<file path="src/rtl/rv_enc_pkg.sv">
// rv_enc_pkg: shared op enum, opcode/funct constants and immediate-range helper for the RISC-V encoder.
package rv_enc_pkg;
  typedef enum logic [4:0] {
    OP_LUI, OP_AUIPC, OP_ADDI, OP_SLLI, OP_SRLI, OP_SRAI, OP_ADD, OP_SUB, OP_LW,
    OP_LD, OP_SW, OP_SD, OP_BEQ, OP_BNE, OP_JAL, OP_JALR, OP_EBREAK, OP_RDCYCLE
  } enc_op_t;
  localparam logic [6:0] OPC_LOAD   = 7'h03;
  localparam logic [6:0] OPC_OPIMM  = 7'h13;
  localparam logic [6:0] OPC_AUIPC  = 7'h17;
  localparam logic [6:0] OPC_STORE  = 7'h23;
  localparam logic [6:0] OPC_OP     = 7'h33;
  localparam logic [6:0] OPC_LUI    = 7'h37;
  localparam logic [6:0] OPC_BRANCH = 7'h63;
  localparam logic [6:0] OPC_JALR   = 7'h67;
  localparam logic [6:0] OPC_JAL    = 7'h6f;
  localparam logic [6:0] OPC_SYSTEM = 7'h73;
  localparam logic [2:0] F3_ADD = 3'd0;
  localparam logic [2:0] F3_SLL = 3'd1;
  localparam logic [2:0] F3_SR  = 3'd5;
  localparam logic [2:0] F3_W   = 3'd2;
  localparam logic [2:0] F3_D   = 3'd3;
  localparam logic [2:0] F3_BEQ = 3'd0;
  localparam logic [2:0] F3_BNE = 3'd1;
  localparam logic [2:0] F3_CSRRS = 3'd2;
  localparam logic [6:0] F7_ADD = 7'h00;
  localparam logic [6:0] F7_SUB = 7'h20;
  localparam logic [11:0] CSR_CYCLE = 12'hc00;
  function automatic logic fits_s(input logic [31:0] v, input int n);
    int s;
    s = $signed(v);
    return (s >= -(1 <<< (n - 1))) && (s < (1 <<< (n - 1)));
  endfunction
endpackage

</file>
<file path="src/rtl/rv_enc_core.sv">
// rv_enc_core: combinational encoder from structured request to 32-bit RISC-V word with legality check.
module rv_enc_core
  import rv_enc_pkg::*;
(
  input  enc_op_t     op,
  input  logic [4:0]  rd,
  input  logic [4:0]  rs1,
  input  logic [4:0]  rs2,
  input  logic [31:0] imm,
  input  logic        mode64,
  output logic [31:0] insn,
  output logic        illegal
);
  always_comb begin
    insn = '0;
    illegal = 1'b0;
    case (op)
      OP_LUI, OP_AUIPC: begin
        insn = {imm[31:12], rd, op == OP_LUI ? OPC_LUI : OPC_AUIPC};
        illegal = imm[11:0] != 12'd0;
      end
      OP_ADDI: begin
        insn = {imm[11:0], rs1, F3_ADD, rd, OPC_OPIMM};
        illegal = !fits_s(imm, 12);
      end
      OP_SLLI, OP_SRLI, OP_SRAI: begin
        // bit 30 distinguishes arithmetic from logical right shift
        insn = {1'b0, op == OP_SRAI, 4'b0, imm[5:0], rs1, op == OP_SLLI ? F3_SLL : F3_SR, rd, OPC_OPIMM};
        illegal = mode64 ? imm[31:6] != 26'd0 : imm[31:5] != 27'd0;
      end
      OP_ADD, OP_SUB: insn = {op == OP_SUB ? F7_SUB : F7_ADD, rs2, rs1, F3_ADD, rd, OPC_OP};
      OP_LW, OP_LD: begin
        insn = {imm[11:0], rs1, op == OP_LD ? F3_D : F3_W, rd, OPC_LOAD};
        illegal = !fits_s(imm, 12) || (op == OP_LD && !mode64);
      end
      OP_SW, OP_SD: begin
        insn = {imm[11:5], rs2, rs1, op == OP_SD ? F3_D : F3_W, imm[4:0], OPC_STORE};
        illegal = !fits_s(imm, 12) || (op == OP_SD && !mode64);
      end
      OP_BEQ, OP_BNE: begin
        insn = {imm[12], imm[10:5], rs2, rs1, op == OP_BNE ? F3_BNE : F3_BEQ, imm[4:1], imm[11], OPC_BRANCH};
        illegal = !fits_s(imm, 13) || imm[0];
      end
      OP_JAL: begin
        insn = {imm[20], imm[10:1], imm[11], imm[19:12], rd, OPC_JAL};
        illegal = !fits_s(imm, 21) || imm[0];
      end
      OP_JALR: begin
        insn = {imm[11:0], rs1, 3'b000, rd, OPC_JALR};
        illegal = !fits_s(imm, 12);
      end
      OP_EBREAK: insn = {12'h001, 5'd0, 3'b000, 5'd0, OPC_SYSTEM};
      OP_RDCYCLE: insn = {CSR_CYCLE, 5'd0, F3_CSRRS, rd, OPC_SYSTEM};
      default: illegal = 1'b1;
    endcase
  end
endmodule

</file>
<file path="src/rtl/rv_insn_encode.sv">
// rv_insn_encode: range-checks and encodes requests, queues words in a small FIFO drained by valid/ready.
module rv_insn_encode
  import rv_enc_pkg::*;
#(
  parameter int LG_DEPTH = 2
) (
  input  logic              clk,
  input  logic              reset,
  input  logic              mode64,
  input  logic              flush,
  input  logic              in_valid,
  output logic              in_ready,
  input  enc_op_t           in_op,
  input  logic [4:0]        in_rd,
  input  logic [4:0]        in_rs1,
  input  logic [4:0]        in_rs2,
  input  logic [31:0]       in_imm,
  output logic              out_valid,
  input  logic              out_ready,
  output logic [31:0]       out_insn,
  output logic              enc_err,
  output logic [LG_DEPTH:0] count
);
  localparam int DEPTH = 1 << LG_DEPTH;
  localparam logic [LG_DEPTH:0] ONE = 1;
  logic [31:0] mem [DEPTH];
  logic [LG_DEPTH:0] wr_ptr, rd_ptr;
  logic [31:0] insn;
  logic illegal, full, empty, accept, push, pop;
  rv_enc_core core (
    .op(in_op), .rd(in_rd), .rs1(in_rs1), .rs2(in_rs2), .imm(in_imm),
    .mode64(mode64), .insn(insn), .illegal(illegal)
  );
  assign full = (wr_ptr[LG_DEPTH] != rd_ptr[LG_DEPTH]) && (wr_ptr[LG_DEPTH-1:0] == rd_ptr[LG_DEPTH-1:0]);
  assign empty = wr_ptr == rd_ptr;
  assign in_ready = !full && !flush && !reset;
  assign accept = in_valid && in_ready;
  assign push = accept && !illegal;
  assign pop = out_valid && out_ready;
  assign out_valid = !empty;
  assign out_insn = mem[rd_ptr[LG_DEPTH-1:0]];
  assign count = wr_ptr - rd_ptr;
  always_ff @(posedge clk) begin
    if (reset) begin
      wr_ptr <= '0;
      rd_ptr <= '0;
      enc_err <= 1'b0;
      for (int i = 0; i < DEPTH; i++) mem[i] <= '0;
    end else begin
      enc_err <= accept && illegal;
      if (flush) begin
        wr_ptr <= '0;
        rd_ptr <= '0;
      end else begin
        if (push) begin
          mem[wr_ptr[LG_DEPTH-1:0]] <= insn;
          wr_ptr <= wr_ptr + ONE;
        end
        if (pop) rd_ptr <= rd_ptr + ONE;
      end
    end
  end
endmodule

</file>
<file path="config.mk">
export PLATFORM = sky130hd
export DESIGN_NAME = rv_insn_encode
export DESIGN_NICKNAME = d
export VERILOG_FILES = /design/src/rtl/rv_enc_pkg.sv /design/src/rtl/rv_enc_core.sv /design/src/rtl/rv_insn_encode.sv
export SDC_FILE = /design/constraint.sdc
export NUM_CORES = 1
export LEC_CHECK = 0
export CAP_MARGIN = 20
export CORE_ASPECT_RATIO = 1.4
export CORE_MARGIN = 5
export CORE_UTILIZATION = 56
export DETAILED_ROUTE_END_ITERATION = 12
export GPL_TIMING_DRIVEN = 1
export HOLD_SLACK_MARGIN = 0.02
export PLACE_DENSITY = 0.81
export SYNTH_ARGS = -nofsm -noshare
export SYNTH_HDL_FRONTEND = slang
export SYNTH_HIERARCHICAL = 1
export SYNTH_SLANG_ARGS = --single-unit
export TNS_END_PERCENT = 50
</file>
<file path="constraint.sdc">
create_clock -name clk -period 7 [get_ports clk]
set_input_delay 1.75 -clock clk [delete_from_list [all_inputs] [get_ports clk]]
set_output_delay 1.75 -clock clk [all_outputs]
set_load 0.1 [all_outputs]
</file>
==> flow_summary.toml, run 1 <==
[die]
fp-row-count = 48
coreArea_um2 = 12400
io_pins = 96
die-area_um2 = 15100
die_h_um = 144
initial_utilization = 0.574
dieWidth_um = 105

[place]
postPlaceCellArea_um2 = 8190
place_congestion = 0.923
port_buffers = 95
preCtsSetupSlack_ns = 1.06
dpl.hpwl_mm = 12.1
dp_cells = 783

[layout]
antenna_cells = 0
area_growth_pct = 23.2
utilization = 0.707
layout_common_cells = "128 x edfxtp_1, 97 x and2_1, 94 x clkdlybuf4s50_1"
drive_gt1_frac = 0.135
num-nets-final = 715
final_common_cell = "edfxtp_1"
finalInstanceArea_um2 = 8790
stdcell_count = 815

[critical_path]
cp_data_arrival_time_ns = 5.73
cp-start-kind = "input port"
required_ns = 7.11
cp-end-kind = "register"
crit_type = "in -> reg"
crit_fanout = 32

[clock_network]
htree_levels = 4
cts_root_buffer = "clkbuf_16"
cts_sinks = 137
clkSlewWorstSetupHoldPaths_ns = 0.06
cts_hold_buf = 0
cts_setup_buffers = 0
ctsResizeCount = 0
clock_latency_ns = 0.41
clockBufferDepth = 2
cts_tree = "done"
numCtsBuffers = 17

[synth]
ys_seq_area_frac = 0.564
syn_avg_cell_area_um2 = 12.6
synth-edff-count = 128
synth-async-reset-ratio = 0
synth_cells = 565
yosysWarnings = 6
synth-seq-cells = 137
synthFlopType = "edfxtp_1"
yosysUniqueCellTypes = 62
synth_fp_nets = 628
synthesis.area_um2 = 7140

[power]
leakagePower_nw = 3.18
power_mw = 2.11
powerDensity_nw_per_um2 = 240
vdd_drop_max_uv = 167

[global_route]
first_global_vias = 5293
antenna_found_initial = 0
grt_max_degree = 34
track_usage = 0.258
grt-ovfl-total = 0
grt_pass1_wl_mm = 29.3

[sta]
layout_setup_ws_ns = 1.38
drv_slew = 0
fmax_mhz = 178
period_needed_ns = 5.62
worst_pin_slew_ns = 0.997
rsz0062_at_grt = "false"
tns_ns = 0
clock_skew_ns = 0.00788
slew_headroom = 0.333
setup_viol = 0
hold_viol = 0
fin_crit_sh = 0.802
hold_ws_ns = 0.530

[worst_hold_path]
hold_class = "reg -> reg"

[routing]
viasPerCell = 6.18
routed_wl_mm = 18.5
antenna_left = 0
via_count = 5034
drtPass1Iterations = 5
drtIter0Drc = 491
wl_per_cell_um = 22.7
drc = 0

[job]
maxCapViolCount = 0

[status]
status = "completed"
routing by layer:
metal,share of wire,vias to the layer above,routed length [um],GRT usage
met1,0.38,2479,7040,0.317
met3,0.075,32,1380,0.0584
met2,0.52,246,9590,0.452
met5,0,-,0,0
li1,-,2277,-,-
met4,0.025,0,456,0.0905
power breakdown:
part / switching, mW / internal (mW)
Combinational: 0.183 / 0.0862
Clock: 0.348 / 0.561
Sequential: 0.00903 / 0.922
synthesized netlist by cell type (3+ instances only):
| library cell | number | area [um2] |
|---|---|---|
| mux2i_1 | 5 | 50.1 |
| nor2_1 | 18 | 67.6 |
| nor3_1 | 33 | 165 |
| o21ai_0 | 9 | 45.0 |
| or3_1 | 3 | 18.8 |
| dfxtp_1 | 9 | 180 |
| and2_1 | 97 | 607 |
| o2111ai_1 | 4 | 35.0 |
| inv_1 | 44 | 165 |
| buf_2 | 12 | 60.1 |
| a22o_1 | 14 | 123 |
| nor2b_1 | 4 | 25.0 |
| a21oi_1 | 14 | 70.1 |
| or2_2 | 3 | 18.8 |
| nand2b_1 | 4 | 25.0 |
| a22oi_1 | 6 | 45.0 |
| clkbuf_2 | 6 | 30.0 |
| edfxtp_1 | 128 | 3840 |
| and3_1 | 4 | 25.0 |
| o211a_1 | 3 | 30.0 |
| nand4_1 | 5 | 31.3 |
| nand2_1 | 31 | 116 |
| ha_1 | 4 | 50.1 |
| nor4_1 | 6 | 37.5 |
| clkbuf_1 | 12 | 45.0 |
| mux4_2 | 32 | 721 |
| xnor2_1 | 4 | 35.0 |
| buf_1 | 4 | 15.0 |
| a21o_1 | 3 | 22.5 |
critical path: stages:
cell and delay (ns):
clkdlybuf4s50_1 0.89, nand2_1 0.21, nor3_2 0.36, mux2i_1 0.23, a211oi_1 0.06, or4_1 0.60
nor2b_1 0.26, o2111ai_2 0.15, buf_4 0.29, o21bai_2 0.62, buf_12 0.26
path summary, 6_finish.rpt:
kind / slack, ns / endpoint / startpoint / cells after the start
hold reg to reg: 0.53 / register / rd_ptr[0]$_SDFFE_PP0P_ / 2
hold / removal: 0.53 / register / rd_ptr[0]$_SDFFE_PP0P_ / 2
setup reg to reg: 4.25 / mem[2][12]$_SDFFCE_PN0P_ / wr_ptr[0]$_SDFFE_PP0N_ / 5
setup / recovery: 1.38 / mem[0][6]$_SDFFCE_PN0P_ / in_op[2] / 11
cell type report:
cell class              instances  area [um2]
well taps                     150         188
clock buffers                  17         425
flip-flops and latches        137        4030
multi-input cells             346        2770
fillers                       837        3640
clock inverters                15         175
inverters                      44         165
repair buffers                106        1040
sequential cells by signal (all words and copies together) (netlist names), named ones only:
signal,count
wr_ptr,3
enc_err,1
rd_ptr,3
mem,128
kinds of logic (layout without fill, tap and decap cells):
kind of cell	after synthesis	in the layout	synth area share
AO/OA/AOI/OAI	78	78	0.0876
AND/OR/NAND/NOR	221	221	0.174
adder cells (fa/ha/maj)	5	5	0.00981
buffers and inverters	82	182	0.0494
flip-flops	137	137	0.564
multiplexers	37	37	0.108
XOR/XNOR	5	5	0.00719
No activity file was read; power rests on OpenSTA's default activity.
==> inputs of run 2 (changes only) <==
Settings changed: CORE_UTILIZATION 56 to 50, PLACE_DENSITY 0.81 to 0.77.
Clock period 7 ns to 5 ns, I/O delays scaled along.
==> run 2 against run 1 <==
Against the previous run: critical path depth shrank 1; total power grew 45%; sequential power grew 40%; clock skew is essentially flat; cell count grew 5.4%; hold slack lost 0.0057 ns; combinational power grew 43%; critical path type unchanged; largest power group is now clock; highest routed layer unchanged.
==> flow_summary.toml, run 2 (synthesis gave the netlist of run 1 again) <==
[sta]
clock_skew_ns = 0.00788
drv_slew = 0
hold_ws_ns = 0.524
worst_pin_slew_ns = 0.980
hold_viol = 0
rsz0062_at_grt = "false"
slew_headroom = 0.344
tns_ns = 0
period_needed_ns = 4.25
fin_crit_sh = 0.851
setup_viol = 0
fmax_mhz = 235

[status]
status = "completed"

[layout]
largest_reg_flops = 128
final_common_cell = "edfxtp_1"
max_flop_register = "mem"
multi_input_area_um2 = 2770
stdcell_count = 859
largest_registers = "mem (128), rd_ptr (3), wr_ptr (3)"
layout_common_cells = "128 x edfxtp_1, 97 x and2_1, 62 x clkdlybuf4s50_1"
n_fill_cell = 1045
finalInstanceArea_um2 = 8880
antenna_cells = 0
area_growth_pct = 24.4
num-nets-final = 724
drive_gt1_frac = 0.194
seqCellArea_um2 = 4030

[critical_path]
required_ns = 5.10
cp_data_arrival_time_ns = 4.35
crit_type = "in -> reg"
cp-end-kind = "register"
cp-start-kind = "input port"
crit_fanout = 32

[global_route]
first_global_vias = 5326
track_usage = 0.236
grt-ovfl-total = 0
grt_pass1_wl_mm = 30.0
antenna_found_initial = 0
grt_max_degree = 34

[clock_network]
clkSlewWorstSetupHoldPaths_ns = 0.06
clockBufferDepth = 2
numCtsBuffers = 17
cts_root_buffer = "clkbuf_16"
clock_latency_ns = 0.41
ctsResizeCount = 0
cts_hold_buf = 0
cts_tree = "done"
cts_setup_buffers = 0
cts_sinks = 137
htree_levels = 4

[place]
dpl.hpwl_mm = 12.7
dp_cells = 827
postPlaceCellArea_um2 = 8240
port_buffers = 95
place_congestion = 0.953

[die]
die_h_um = 151
fp-row-count = 51
io_pins = 96
dieWidth_um = 111
die-area_um2 = 16800
coreArea_um2 = 14000
initial_utilization = 0.511

[power]
power_mw = 3.06
powerDensity_nw_per_um2 = 344
vdd_drop_max_uv = 190
leakagePower_nw = 3.30

[routing]
drc = 0
wl_per_cell_um = 22.5
drtIter0Drc = 622
via_count = 5113
drtPass1Iterations = 5
routed_wl_mm = 19.3
antenna_left = 0
viasPerCell = 5.95

[worst_hold_path]
hold_class = "reg -> reg"

[job]
maxCapViolCount = 0
## run 2: cell types whose count changed in the layout (fill, tap and decap cells not counted), sizes merged
cell and change:
clkdlybuf4s50 -32, inv +1, bufinv +2, buf +41
clkinv -4, clkbuf +1
## run 2: per-stage QoR
step / setup WS (ns) / utilization
detailed placement: 0.385 / 0.589
floorplan: 0.431 / -
global placement: 0.407 / 0.589
CTS: 0.807 / 0.636
global route: 0.537 / 0.636
finish: 0.747 / 0.636
## run 2: final cells by class
type | count | share of cell area
Clock inverter | 14 | 0.0245
Tap cell | 185 | 0.0261
Timing Repair Buffer | 115 | 0.117
Clock buffer | 18 | 0.0483
Inverter | 44 | 0.0186
Sequential cell | 137 | 0.453
Multi-Input combinational cell | 346 | 0.312
## run 2: path summary, 6_finish.rpt
check / startpoint / endpoint / slack, ns / cells after the start
worst max-delay path: in_imm[11] / mem[3][15]$_DFFE_PP_ / 0.75 / 10
worst min register to register: rd_ptr[0]$_SDFFE_PP0P_ / register / 0.52 / 2
worst min-delay path: rd_ptr[0]$_SDFFE_PP0P_ / register / 0.52 / 2
worst max register to register: wr_ptr[0]$_SDFFE_PP0N_ / mem[1][16]$_SDFFCE_PN0P_ / 2.62 / 6
## run 2: power by group
| group | internal, mW | total (mW) | switching, mW |
|---|---|---|---|
| clock network | 0.890 | 1.37 | 0.484 |
| registers | 1.29 | 1.30 | 0.0129 |
| logic | 0.122 | 0.384 | 0.262 |
| total | 2.30 | 3.06 | 0.758 |
## run 2: metal layers
| metal | routed length (um) | vias up | GRT usage |
|---|---|---|---|
| li1 | - | 2280 | - |
| met1 | 7530 | 2542 | 0.296 |
| met2 | 10000 | 266 | 0.407 |
| met3 | 1420 | 25 | 0.0452 |
| met4 | 341 | 0 | 0.0912 |
| met5 | 0 | - | 0 |
## run 2: critical path: stages
cell and delay, ns:
clkdlybuf4s50_1 0.57, nor4_1 0.33, nand2_1 0.16, o41ai_2 0.30, o211ai_1 0.14, or4_1 0.47
nand2b_1 0.30, a21oi_1 0.31, a41o_1 0.27, buf_12 0.24
